`src/rtl/pipe_pkg.sv`:
```
// pipe_pkg: shared types and helpers for pipe_stage_skid.
// Provides the NOP fill bit, level_t, and a saturating add for counters.
package pipe_pkg;

  localparam logic PIPE_NOP_BIT = 1'b0;

  typedef logic [1:0] level_t;

  function automatic logic [31:0] sat_add(
    input logic [31:0] cnt,
    input logic [31:0] inc,
    input logic [31:0] max_v
  );
    if (inc > max_v - cnt) return max_v;
    return cnt + inc;
  endfunction

endpackage

```
`src/rtl/pipe_stage_entry.sv`:
```
// pipe_stage_entry: valid+data register with load and clear.
// Clear wins over load; an invalid entry always holds NOP_VALUE.
module pipe_stage_entry
  import pipe_pkg::*;
#(
  parameter int unsigned DATA_W = 32,
  parameter logic [DATA_W-1:0] NOP_VALUE = {DATA_W{PIPE_NOP_BIT}}
) (
  input  logic              clock,
  input  logic              reset_n,
  input  logic              load,
  input  logic              clear,
  input  logic              valid_d,
  input  logic [DATA_W-1:0] data_d,
  output logic              valid_q,
  output logic [DATA_W-1:0] data_q
);

  // Hold, reload or kill the entry; empty slots carry NOP.
  always_ff @(posedge clock or negedge reset_n) begin
    if (!reset_n) begin
      valid_q <= 1'b0;
      data_q  <= NOP_VALUE;
    end else if (clear) begin
      valid_q <= 1'b0;
      data_q  <= NOP_VALUE;
    end else if (load) begin
      valid_q <= valid_d;
      data_q  <= valid_d ? data_d : NOP_VALUE;
    end
  end

endmodule

```
`src/rtl/pipe_stage_skid.sv`:
```
// pipe_stage_skid: valid/ready pipeline register with flush-to-NOP.
// Define PIPE_STAGE_SKID_EN for the two-entry skid buffer version.
module pipe_stage_skid
  import pipe_pkg::*;
#(
  parameter int unsigned DATA_W = 32,
  parameter logic [DATA_W-1:0] NOP_VALUE = {DATA_W{PIPE_NOP_BIT}},
  parameter int unsigned CNT_W = 16
) (
  input  logic              clock,
  input  logic              reset_n,
  input  logic              in_valid,
  output logic              in_ready,
  input  logic [DATA_W-1:0] in_data,
  input  logic              flush,
  output logic              out_valid,
  input  logic              out_ready,
  output logic [DATA_W-1:0] out_data,
  output logic [1:0]        level,
  output logic [CNT_W-1:0]  flush_count
);

  localparam logic [31:0] CNT_MAX = 32'({CNT_W{1'b1}});

  logic              accept;
  logic              m_valid;
  logic              m_load;
  logic              m_src_v;
  logic [DATA_W-1:0] m_src_d;
  level_t            held;

  assign accept    = in_valid && in_ready;
  assign m_load    = !m_valid || out_ready;
  assign out_valid = m_valid;
  assign level     = held;

`ifdef PIPE_STAGE_SKID_EN
  logic              s_valid;
  logic [DATA_W-1:0] s_data;

  assign in_ready = !s_valid;
  assign m_src_v  = s_valid || accept;
  assign m_src_d  = s_valid ? s_data : in_data;
  assign held     = {1'b0, m_valid} + {1'b0, s_valid};

  pipe_stage_entry #(
    .DATA_W    (DATA_W),
    .NOP_VALUE (NOP_VALUE)
  ) u_skid (
    .clock   (clock),
    .reset_n (reset_n),
    .load    (accept && !m_load),
    .clear   (flush || (m_load && s_valid)),
    .valid_d (1'b1),
    .data_d  (in_data),
    .valid_q (s_valid),
    .data_q  (s_data)
  );
`else
  assign in_ready = !m_valid || out_ready;
  assign m_src_v  = accept;
  assign m_src_d  = in_data;
  assign held     = {1'b0, m_valid};
`endif

  pipe_stage_entry #(
    .DATA_W    (DATA_W),
    .NOP_VALUE (NOP_VALUE)
  ) u_main (
    .clock   (clock),
    .reset_n (reset_n),
    .load    (m_load),
    .clear   (flush),
    .valid_d (m_src_v),
    .data_d  (m_src_d),
    .valid_q (m_valid),
    .data_q  (out_data)
  );

  // Count live entries killed by flush, sticking at all-ones.
  always_ff @(posedge clock or negedge reset_n) begin
    if (!reset_n) begin
      flush_count <= '0;
    end else if (flush) begin
      flush_count <= CNT_W'(sat_add(32'(flush_count),
                                    32'(held), CNT_MAX));
    end
  end

endmodule

```
`config.mk`:
```
export PLATFORM = sky130hd
export DESIGN_NAME = pipe_stage_skid
export DESIGN_NICKNAME = d
export VERILOG_FILES = /design/src/rtl/pipe_pkg.sv /design/src/rtl/pipe_stage_entry.sv /design/src/rtl/pipe_stage_skid.sv
export SDC_FILE = /design/constraint.sdc
export NUM_CORES = 1
export LEC_CHECK = 0
export CORE_ASPECT_RATIO = 1.5
export CORE_UTILIZATION = 35
export CTS_BUF_LIST = sky130_fd_sc_hd__clkbuf_16
export DETAILED_ROUTE_END_ITERATION = 16
export PLACE_DENSITY_LB_ADDON = 0.05
export SLEW_MARGIN = 20
export SYNTH_ARGS = -nofsm -noshare
export SYNTH_HDL_FRONTEND = slang
export SYNTH_SLANG_ARGS = --single-unit
```
`constraint.sdc`:
```
create_clock -name clock -period 4.9 [get_ports clock]
set_input_delay 0.735 -clock clock [delete_from_list [all_inputs] [get_ports clock]]
set_output_delay 0.735 -clock clock [all_outputs]
set_load 0.01 [all_outputs]
```
Word level (Yosys, flattened, before mapping)
Index checks and enable logic that the tools add are counted.

Input bits: 37. Register bits: 49. Word-level logic and storage cells: 19.

Reductions and logical operators: 4. Multiplexer cells: 9. Add/sub/neg operators: 2. Magnitude comparators: 1.

Operators by type and width (count): 32-bit two-way mux (3); 1-bit by 32-bit > comparator with 1-bit output (1); 16-bit two-way mux (2); 16-bit by 16-bit subtractor with 17-bit output, first input constant (1); 16-bit by 1-bit adder with 16-bit output (1); 1-bit two-way mux (4); 2-bit nonzero test (1); 1-bit logical AND (1); 1-bit logical NOT (1); 1-bit logical OR (1).

Depth between registers and ports, before layout
Gate-level depths: netlist (run 1).

Depth after elaboration: 6. Depth in mapped cells: 6. Gate-level depth less buffers: 6.

Modules after synthesis
From an unflattened synthesis (run 1), not the netlist that was laid out.

Cell total of the unflattened synthesis: 176. Area total of the unflattened synthesis: 2235.9 um2.

By module, submodules not included: pipe_stage_entry (area each 1303.8 um2, instances 1, cells an instance 81); pipe_stage_skid (area each 932.1 um2, instances 1, cells an instance 95).

Worst setup path before layout (run 1)
No wires, ideal clock.

Path kind: input to register. From: input port flush. To: register flush_count[15]. Slack: 2.959 ns. Data arrival time: 1.872 ns. Setup time: 0.069 ns. Required time: 4.831 ns. Cell stages on the path: 5. Cell sequence: buf_6 > nand4_4 > or4_4 > or3_1 > nand3_1.

RTL lines: start: declaration (line pipe_stage_skid.sv:15) `input logic flush,`; end signal: assignment (line pipe_stage_skid.sv:85) `flush_count <= CNT_W'(sat_add(32'(flush_count),`; end: declaration (line pipe_stage_skid.sv:20) `output logic [CNT_W-1:0] flush_count`.

Final worst setup path (run 1)
From: input port out_ready. To: output port in_ready.

Word-level cells in the longest chain between the ends: 1.

Ends and longest elaborated chain: start: declaration (line pipe_stage_skid.sv:17) `input logic out_ready,`; 1-bit logical OR (line pipe_stage_skid.sv:60) `assign in_ready = !m_valid || out_ready;`; end: declaration (line pipe_stage_skid.sv:13) `output logic in_ready,`.

No other way between the ends.

==> reports/summary.txt, run 1 <==
Final HPWL DP: 3.440 mm
clock slew at reported path FFs: 0.06 ns
nets: 293
part of the power in registers: 48.8%
clk sinks: 49
pwr/cell area: 309.6 mW/mm^2
Setup violations, final: 0
Main synth FF type: dfrtp_1
r2r startpoint: u_main.valid_q
wire length per cell: 14.79 microns
Root Driver: clkbuf_16
Worst EP required: 4.16 ns
H-tree depth: 2
Net Sw Frac: 25.27%
P&R area growth vs syn: 53.76%
PostCTS Resize Cnt: 0
Tcrit/Tclk final: 54.13%
Hold Vio Cnt, Final: 0
layout cell share with drive strength beyond 1: 6.299%
worst-case clock buffer depth: 2
Worst Setup SP: out_ready
Arr. time, crit path: 1.92 ns
RR Endpoint: u_main.data_q[12]
Design Area, Final: 0.003095 sq mm
Leak: 1.393 nW
worst setup path end: in_ready
worst vdd ir: 0.1771 mV
post-synthesis cell count: 166
number of synthesized flops with an enable pin: 0
DRC viols: 0
worst slack at placement: 2.222 ns
vias in the first global route: 1625
maximum capacitance violations: 0
setup ws final: 2.248 ns
Placer Congestion: 0.8093
Post-CTS Setup Bufs: 0
I/O Buffers: 87
# hold bufs at CTS: 0
fmax: 377.0 MHz
Die Footprint: 0.006066 sq mm
starting density of the core: 36.66%
placed cell areas: 0.002957 sq mm
Post-Syn Area: 0.002013 sq mm
via count: 1596
GR Util met3: 4.227%
GRT met2 Usage: 29.08%
Routed Antenna Nets: 0
remaining global-route overflow: 0
combinational fraction of design power: 17.1%
ys async rst share: 100.0%
Rows: 33
antenna violations before repair: 0
Core Box Area: 0.005492 sq mm
synth warn: 0
syn_nets: 206
first-pass GRT wire length: 7.859 mm
drt via density: 4.926
Die Ht: 94.89 microns
placed cells: 316
final WL: 4.792 mm
Clk Latency, worst-skew pair: 0.28 ns
First DRT Iteration DRCs: 53
DR pass1 iterations: 4
ant diodes: 0
global-route met1 utilization: 20.58%
CTS tree: done
status: finished, final reports clean
RSZ-0062 raised after global routing: no
worst reg2reg path depth: 6
GRT Resource Usage Total: 17.06%
top-area cell type share of the netlist area: 60.91%
Yosys cell types: 24
crit path time final: 2.652 ns
largest area contributor in the netlist: dfrtp_1
Synth Register Bits: 49
busiest grt layer: met2
DIE WIDTH: 63.93 microns
CP endpoint kind: output pin
Internal: 716.2 uW
Boundary Pins: 89
Hold/Removal Path Class: input port to async pin
clock group share of total power: 34.1%
Finished Layout Cells: 324
Slew Limit Fails: 0
switching power total: 242.2 uW
largest net degree at the start of global routing: 33
worst-margin pin slew: 0.7064 ns
TritonCTS Buffers: 5
type of origin of the critical path: input port
R2R setup slack: 2.95 ns
top post-synthesis cells by area: dfrtp_1, a22o_1, xnor2_1
syn_area_per_cell: 12.13 sq um
max_slew headroom: 52.85%
critical path class: input port to output pin
Critical Path Fanout Max: 3
Seq/Total Area, Yosys: 60.91%
setup TNS: 0 ns
clock skew: 0.003851 ns
-- critical path, stage by stage --
cell,delay [ns]
clkdlybuf4s50_1,0.41
nor2_1,0.19
inv_1,0.09
clkdlybuf4s50_1,0.49
-- cell families after synthesis --
kind of cell | synth area share (%)
compound gates | 14.54
xor+xnor | 5.656
other cells | 0.1863
mux | 0.4972
flops | 60.91
fa+ha+maj | 1.865
simple gates | 12.80
buf+inv | 3.543
-- cells in the mapped netlist, drive strengths merged (3+ instances only) --
master and number:
clkbuf 7, dfrtp 49, nor4 5, inv 5
nor3 3, nand2 22, a22o 32, xor2 3
xnor2 10, nor2 7, buf 3, nand4 6
ha 3, nand3 4
-- flip-flops by register name, summed over array words and instances, names as in the netlist --
register	cells
u_main.valid_q	1
u_main.data_q	32
flush_count	16
-- placed cells by master (no fill, tap or decap), types with 2 or more instances in the layout --
master           Yosys  layout
nor2_1               7       6
xnor2_1             10      10
buf_4                2       2
nand3_1              3       3
a22o_1              32      32
nor4_1               5       5
nand2_1             22      22
nor3_1               3       3
ha_1                 3       3
clkinv_2             0       2
xor2_1               3       3
nand4_1              5       5
dfrtp_1             49      49
inv_1                5       6
clkdlybuf4s50_1      0      86
clkbuf_16            0       5
-- final cells by class --
cell class / count / area, sq um
Fill cell: 489 / 2396
Sequential cell: 49 / 1226
Timing Repair Buffer: 90 / 900.9
Multi-Input combinational cell: 102 / 723.2
Clock buffer: 5 / 125.1
Tap cell: 70 / 87.58
Inverter: 5 / 18.77
Clock inverter: 3 / 13.76
-- worst min path at each step --
stage,from,endpoint,slack [ns],depth (start not counted)
2_1_floorplan,reset_n,flush_count[0],0.44,0
3_3_place_gp,u_main.data_q[1],u_main.data_q[1],0.49,1
3_5_place_dp,u_main.data_q[12],u_main.data_q[12],0.49,1
4_1_cts,reset_n,flush_count[7],0.41,1
5_1_grt,reset_n,flush_count[7],0.44,1
6_report,reset_n,flush_count[5],0.40,1
-- metal layers --
metal  share of wire, %  routed length, microns
met1                 41                    1967
met3                4.0                     194
met2                 53                    2557
met4                1.5                      73
met5                  0                       0
-- power groups by stage --
stage | clock [mW] | combinational [mW] | sequential (mW)
final | 0.327 | 0.164 | 0.468
after global routing | 0.354 | 0.180 | 0.472
after CTS | 0.338 | 0.167 | 0.468
after detailed placement | 0 | 0.167 | 0.475
after global placement | 0 | 0.164 | 0.474
after floorplan | 0 | 0.0472 | 0.482
-- through the flow --
stage	power (mW)	hold slack, ns	utilization, %
finish	0.9583	0.3988	56.37
global route	1.006	0.4370	56.37
CTS	0.9732	0.4101	56.37
detailed placement	0.6419	0.4906	53.84
global placement	0.6378	0.4884	53.47
floorplan	0.5297	0.4394	-
No activity file was read; power rests on OpenSTA's default activity.
==> inputs of run 2 (changes only) <==
==> constraint.sdc (replaced) <==
create_clock -name clock -period 2.63 [get_ports clock]
set_input_delay 0.3945 -clock clock [delete_from_list [all_inputs] [get_ports clock]]
set_output_delay 0.3945 -clock clock [all_outputs]
set_load 0.01 [all_outputs]
==> run 2 against run 1 <==
- cell count is 0.31% higher
- critical path depth stayed put
- routed wire length is 1.8% lower
- non-clock buffer count is 1 higher
- critical endpoint unchanged
- core utilization is 0.41 points higher
- largest cell class unchanged
- via count is 0.38% higher
- critical path type is now register to output pin
==> reports/summary.txt, run 2 (synthesis results as in run 1) <==
status: finished, final reports clean
Design Area, Final: 0.003118 sq mm
starting density of the core: 36.66%
Finished Core Util: 56.78%
clock skew: 0.004316 ns
setup TNS: 0 ns
I/O Buffers: 87
Leak: 1.396 nW
Finished Layout Cells: 325
Critical Path Fanout Max: 4
Rows: 33
critical path's slowest cell: clkdlybuf4s50_1
Final HPWL DP: 3.258 mm
DRC viols: 0
r2r startpoint: u_main.valid_q
CP cell instances: inv_1, nor2_1, inv_1, clkdlybuf4s50_1
first-pass GRT wire length: 7.507 mm
Setup violations, final: 0
PostCTS Resize Cnt: 0
DIE WIDTH: 63.93 microns
fmax: 507.0 MHz
max reg flops: 32
H-tree depth: 2
critical path class: register to output pin
Die Footprint: 0.006066 sq mm
worst vdd ir: 0.3529 mV
vias in the first global route: 1553
Clk Latency, worst-skew pair: 0.28 ns
top flop regs: u_main.data_q (32), flush_count (16), u_main.valid_q (1)
CP endpoint kind: output pin
Post-CTS Setup Bufs: 0
Die Ht: 94.89 microns
Reg with most FFs: u_main.data_q
First DRT Iteration DRCs: 46
area of the multi-input gates: 723.2 sq um
Root Driver: clkbuf_16
drt via density: 4.929
via count: 1602
Worst Setup SP: u_main.valid_q
remaining global-route overflow: 0
worst-case clock buffer depth: 2
RSZ-0062 raised after global routing: no
crit path time final: 1.973 ns
worst setup path end: in_ready
Boundary Pins: 89
largest net degree at the start of global routing: 50
WHS: 0.1922 ns
Routed Antenna Nets: 0
Reg area: 0.001226 sq mm
Filler Cell Count: 506
clock slew at reported path FFs: 0.07 ns
Core Box Area: 0.005492 sq mm
worst reg2reg path depth: 6
ant diodes: 0
Arr. time, crit path: 1.58 ns
Placer Congestion: 0.8009
clk sinks: 49
wire length per cell: 14.48 microns
DR pass1 iterations: 4
R2R setup slack: 0.75 ns
Hold/Removal Path Class: input port to async pin
placed cells: 317
P&R area growth vs syn: 54.88%
antenna violations before repair: 0
final WL: 4.706 mm
# hold bufs at CTS: 0
Tcrit/Tclk final: 75.00%
Slew Limit Fails: 0
Worst EP required: 2.24 ns
CTS tree: done
placed cell areas: 0.002952 sq mm
RR Endpoint: flush_count[14]
max incr delay on CP: 0.49 ns
type of origin of the critical path: register
most numerous cell on the critical path: inv_1
layout cell share with drive strength beyond 1: 6.667%
most frequent cells in the layout: clkdlybuf4s50_1, dfrtp_1, a22o_1, nand2_1, xnor2_1
max_slew headroom: 59.05%
Hold Vio Cnt, Final: 0
maximum capacitance violations: 0
nets: 294
TritonCTS Buffers: 5
GRT Resource Usage Total: 16.44%
most common cell after layout, fill and taps aside: clkdlybuf4s50_1
pwr/cell area: 604.7 mW/mm^2
worst-margin pin slew: 0.6142 ns
run 2: changes by cell type in the layout (fill, tap and decap cells not counted):
cell        change
buf_4           +2
clkinvlp_4      +1
buf_12          -1
clkinv_2        -2
bufinv_16       +1
clkinv_1        +1
inv_1           -1
run 2: per-layer routing:
metal	routed length (microns)	track usage [%]	up-vias
li1	-	-	765
met1	1968	20.11	773
met2	2424	27.22	58
met3	249	4.710	6
met4	63	6.250	0
met5	0	0	-
run 2: how the worst min path moves through the flow:
stage / from / end / slack (ns) / cells past startpoint
finish: reset_n / flush_count[6] / 0.19 / 2
global route: reset_n / flush_count[5] / 0.25 / 2
CTS: reset_n / flush_count[5] / 0.23 / 2
detailed placement: u_main.data_q[15] / u_main.data_q[15] / 0.49 / 1
global placement: u_main.data_q[27] / u_main.data_q[27] / 0.49 / 1
floorplan: reset_n / flush_count[0] / 0.1 / 0
run 2: area by class of cell:
cell class                      count  area share [%]
Clock inverter                      3           1.324
Multi-Input combinational cell    102           23.19
Tap cell                           70           2.809
Timing Repair Buffer               91           28.73
Sequential cell                    49           39.33
Clock buffer                        5           4.013
Inverter                            5          0.6019
run 2: report_power, final:
| group | internal, mW | switching, mW | leakage [nW] | total [mW] |
|---|---|---|---|---|
| logic | 0.182 | 0.121 | 0.662 | 0.302 |
| clock network | 0.445 | 0.268 | 0.0775 | 0.713 |
| registers | 0.806 | 0.0643 | 0.657 | 0.870 |
| total | 1.43 | 0.453 | 1.40 | 1.89 |
run 2: per-stage QoR:
step	setup slack (ns)	total power, mW
2_1_floorplan	0.9431	0.9869
3_3_place_gp	0.5493	1.190
3_5_place_dp	0.5240	1.191
4_1_cts	0.6525	1.917
5_1_grt	0.5550	1.986
6_report	0.6575	1.885
run 2: critical path: cells and delay by family, from the launching register on:
kind | cells | cell delay [ns]
flops | 1 | 0.42
simple gates | 1 | 0.21
buf+inv | 3 | 0.68
==> inputs of run 3 (changes only) <==
==> constraint.sdc (replaced) <==
create_clock -name clock -period 2 [get_ports clock]
set_input_delay 0.3 -clock clock [delete_from_list [all_inputs] [get_ports clock]]
set_output_delay 0.3 -clock clock [all_outputs]
set_load 0.01 [all_outputs]
==> run 3 against run 2 <==
- sequential power up 31%
- critical endpoint unchanged
- clock skew up 0.00062 ns
- largest cell class unchanged
- highest routed layer unchanged
- die area unchanged
- cell area up 2.5%
==> reports/summary.txt, run 3 (synthesis results as in run 1) <==
Reg area: 0.001226 sq mm
worst-case clock buffer depth: 2
Hold Vio Cnt, Final: 0
DRC viols: 0
Core Box Area: 0.005492 sq mm
WHS: 0.4496 ns
fmax: 546.7 MHz
DIE WIDTH: 63.93 microns
first-pass GRT wire length: 7.997 mm
antenna violations before repair: 0
Critical Path Fanout Max: 4
RSZ-0062 raised after global routing: no
critical path class: register to output pin
Worst EP required: 1.70 ns
I/O Buffers: 87
Arr. time, crit path: 1.53 ns
type of origin of the critical path: register
worst slack at placement: 0.07265 ns
wire length per cell: 14.40 microns
largest net degree at the start of global routing: 27
setup TNS: 0 ns
final WL: 4.794 mm
most frequent cells in the layout: clkdlybuf4s50_1, dfrtp_1, a22o_1, nand2_1, xnor2_1
CTS tree: done
nets: 302
Routed Antenna Nets: 0
worst vdd ir: 0.6349 mV
Die Footprint: 0.006066 sq mm
DR pass1 iterations: 4
max reg flops: 32
Tcrit/Tclk final: 91.46%
Clk Latency, worst-skew pair: 0.28 ns
drt via density: 4.868
P&R area growth vs syn: 58.79%
Slew Limit Fails: 0
Boundary Pins: 89
Finished Core Util: 58.21%
GRT Resource Usage Total: 17.09%
Placer Congestion: 0.8479
status: finished, final reports clean
clk sinks: 49
starting density of the core: 36.66%
Die Ht: 94.89 microns
via count: 1621
setup ws final: 0.1708 ns
pwr/cell area: 741.5 mW/mm^2
First DRT Iteration DRCs: 66
H-tree depth: 2
Filler Cell Count: 475
CP endpoint kind: output pin
Root Driver: clkbuf_16
top flop regs: u_main.data_q (32), flush_count (16), u_main.valid_q (1)
Final HPWL DP: 3.573 mm
vias in the first global route: 1618
area of the multi-input gates: 738.2 sq um
clock slew at reported path FFs: 0.07 ns
Finished Layout Cells: 333
layout cell share with drive strength beyond 1: 10.65%
Hold/Removal Path Class: input port to async pin
TritonCTS Buffers: 5
Reg with most FFs: u_main.data_q
clock skew: 0.004933 ns
ant diodes: 0
remaining global-route overflow: 0
crit path time final: 1.829 ns
most common cell after layout, fill and taps aside: clkdlybuf4s50_1
Leak: 1.430 nW
placed cells: 323
Setup violations, final: 0
Rows: 33
maximum capacitance violations: 0
## run 3: worst max-delay path: stages (launching register included)
cell and delay [ns]:
dfrtp_1 0.41, inv_1 0.10, nor2_2 0.17, inv_1 0.09
clkdlybuf4s50_1 0.49
## run 3: path summary, 6_finish.rpt
kind | slack (ns) | from | depth (start not counted) | endpoint
hold reg to reg | 0.50 | u_main.data_q[25] | 1 | u_main.data_q[25]
hold / removal | 0.45 | reset_n | 2 | flush_count[7]
setup reg to reg | 0.21 | u_main.valid_q | 7 | flush_count[14]
min in group clock | 0.50 | u_main.data_q[25] | 1 | u_main.data_q[25]
max in group asynchronous | 0.99 | reset_n | 3 | u_main.valid_q
setup / recovery | 0.17 | u_main.valid_q | 4 | in_ready
## run 3: what timing repair did
action                                  in CTS  in global routing
endpoints found under the setup margin       0                  3
setup buffers                                0                  1
resized for setup                            0                  3
endpoints found under the hold margin       14                  0
hold buffers                                 1                  0
## run 3: report_power, final
part	switching, mW	internal (mW)	leakage, nW
Clock	0.355	0.459	0.0696
Sequential	0.0843	1.06	0.657
Combinational	0.163	0.250	0.704
## run 3: final cells by class
| type | instances | share of cell area, % |
|---|---|---|
| multi-input combinational | 102 | 23.09 |
| clock buffer | 5 | 3.914 |
| sequential | 49 | 38.36 |
| clock inverter | 3 | 0.5479 |
| tap | 70 | 2.740 |
| timing repair buffer | 99 | 30.76 |
| inverter | 5 | 0.5871 |
## run 3: stage by stage
stage	area, sq um	total power [mW]
floorplan	2013	1.298
global placement	3022	1.575
detailed placement	3022	1.580
CTS	3174	2.408
global route	3197	2.498
finish	3197	2.370
## run 3: per-layer routing
layer	global-route usage (%)	up-vias	share of wire, %
li1	-	780	-
met1	20.85	789	41
met2	29.43	48	53
met3	4.348	4	5.0
met4	5.114	0	0.98
met5	0	-	0
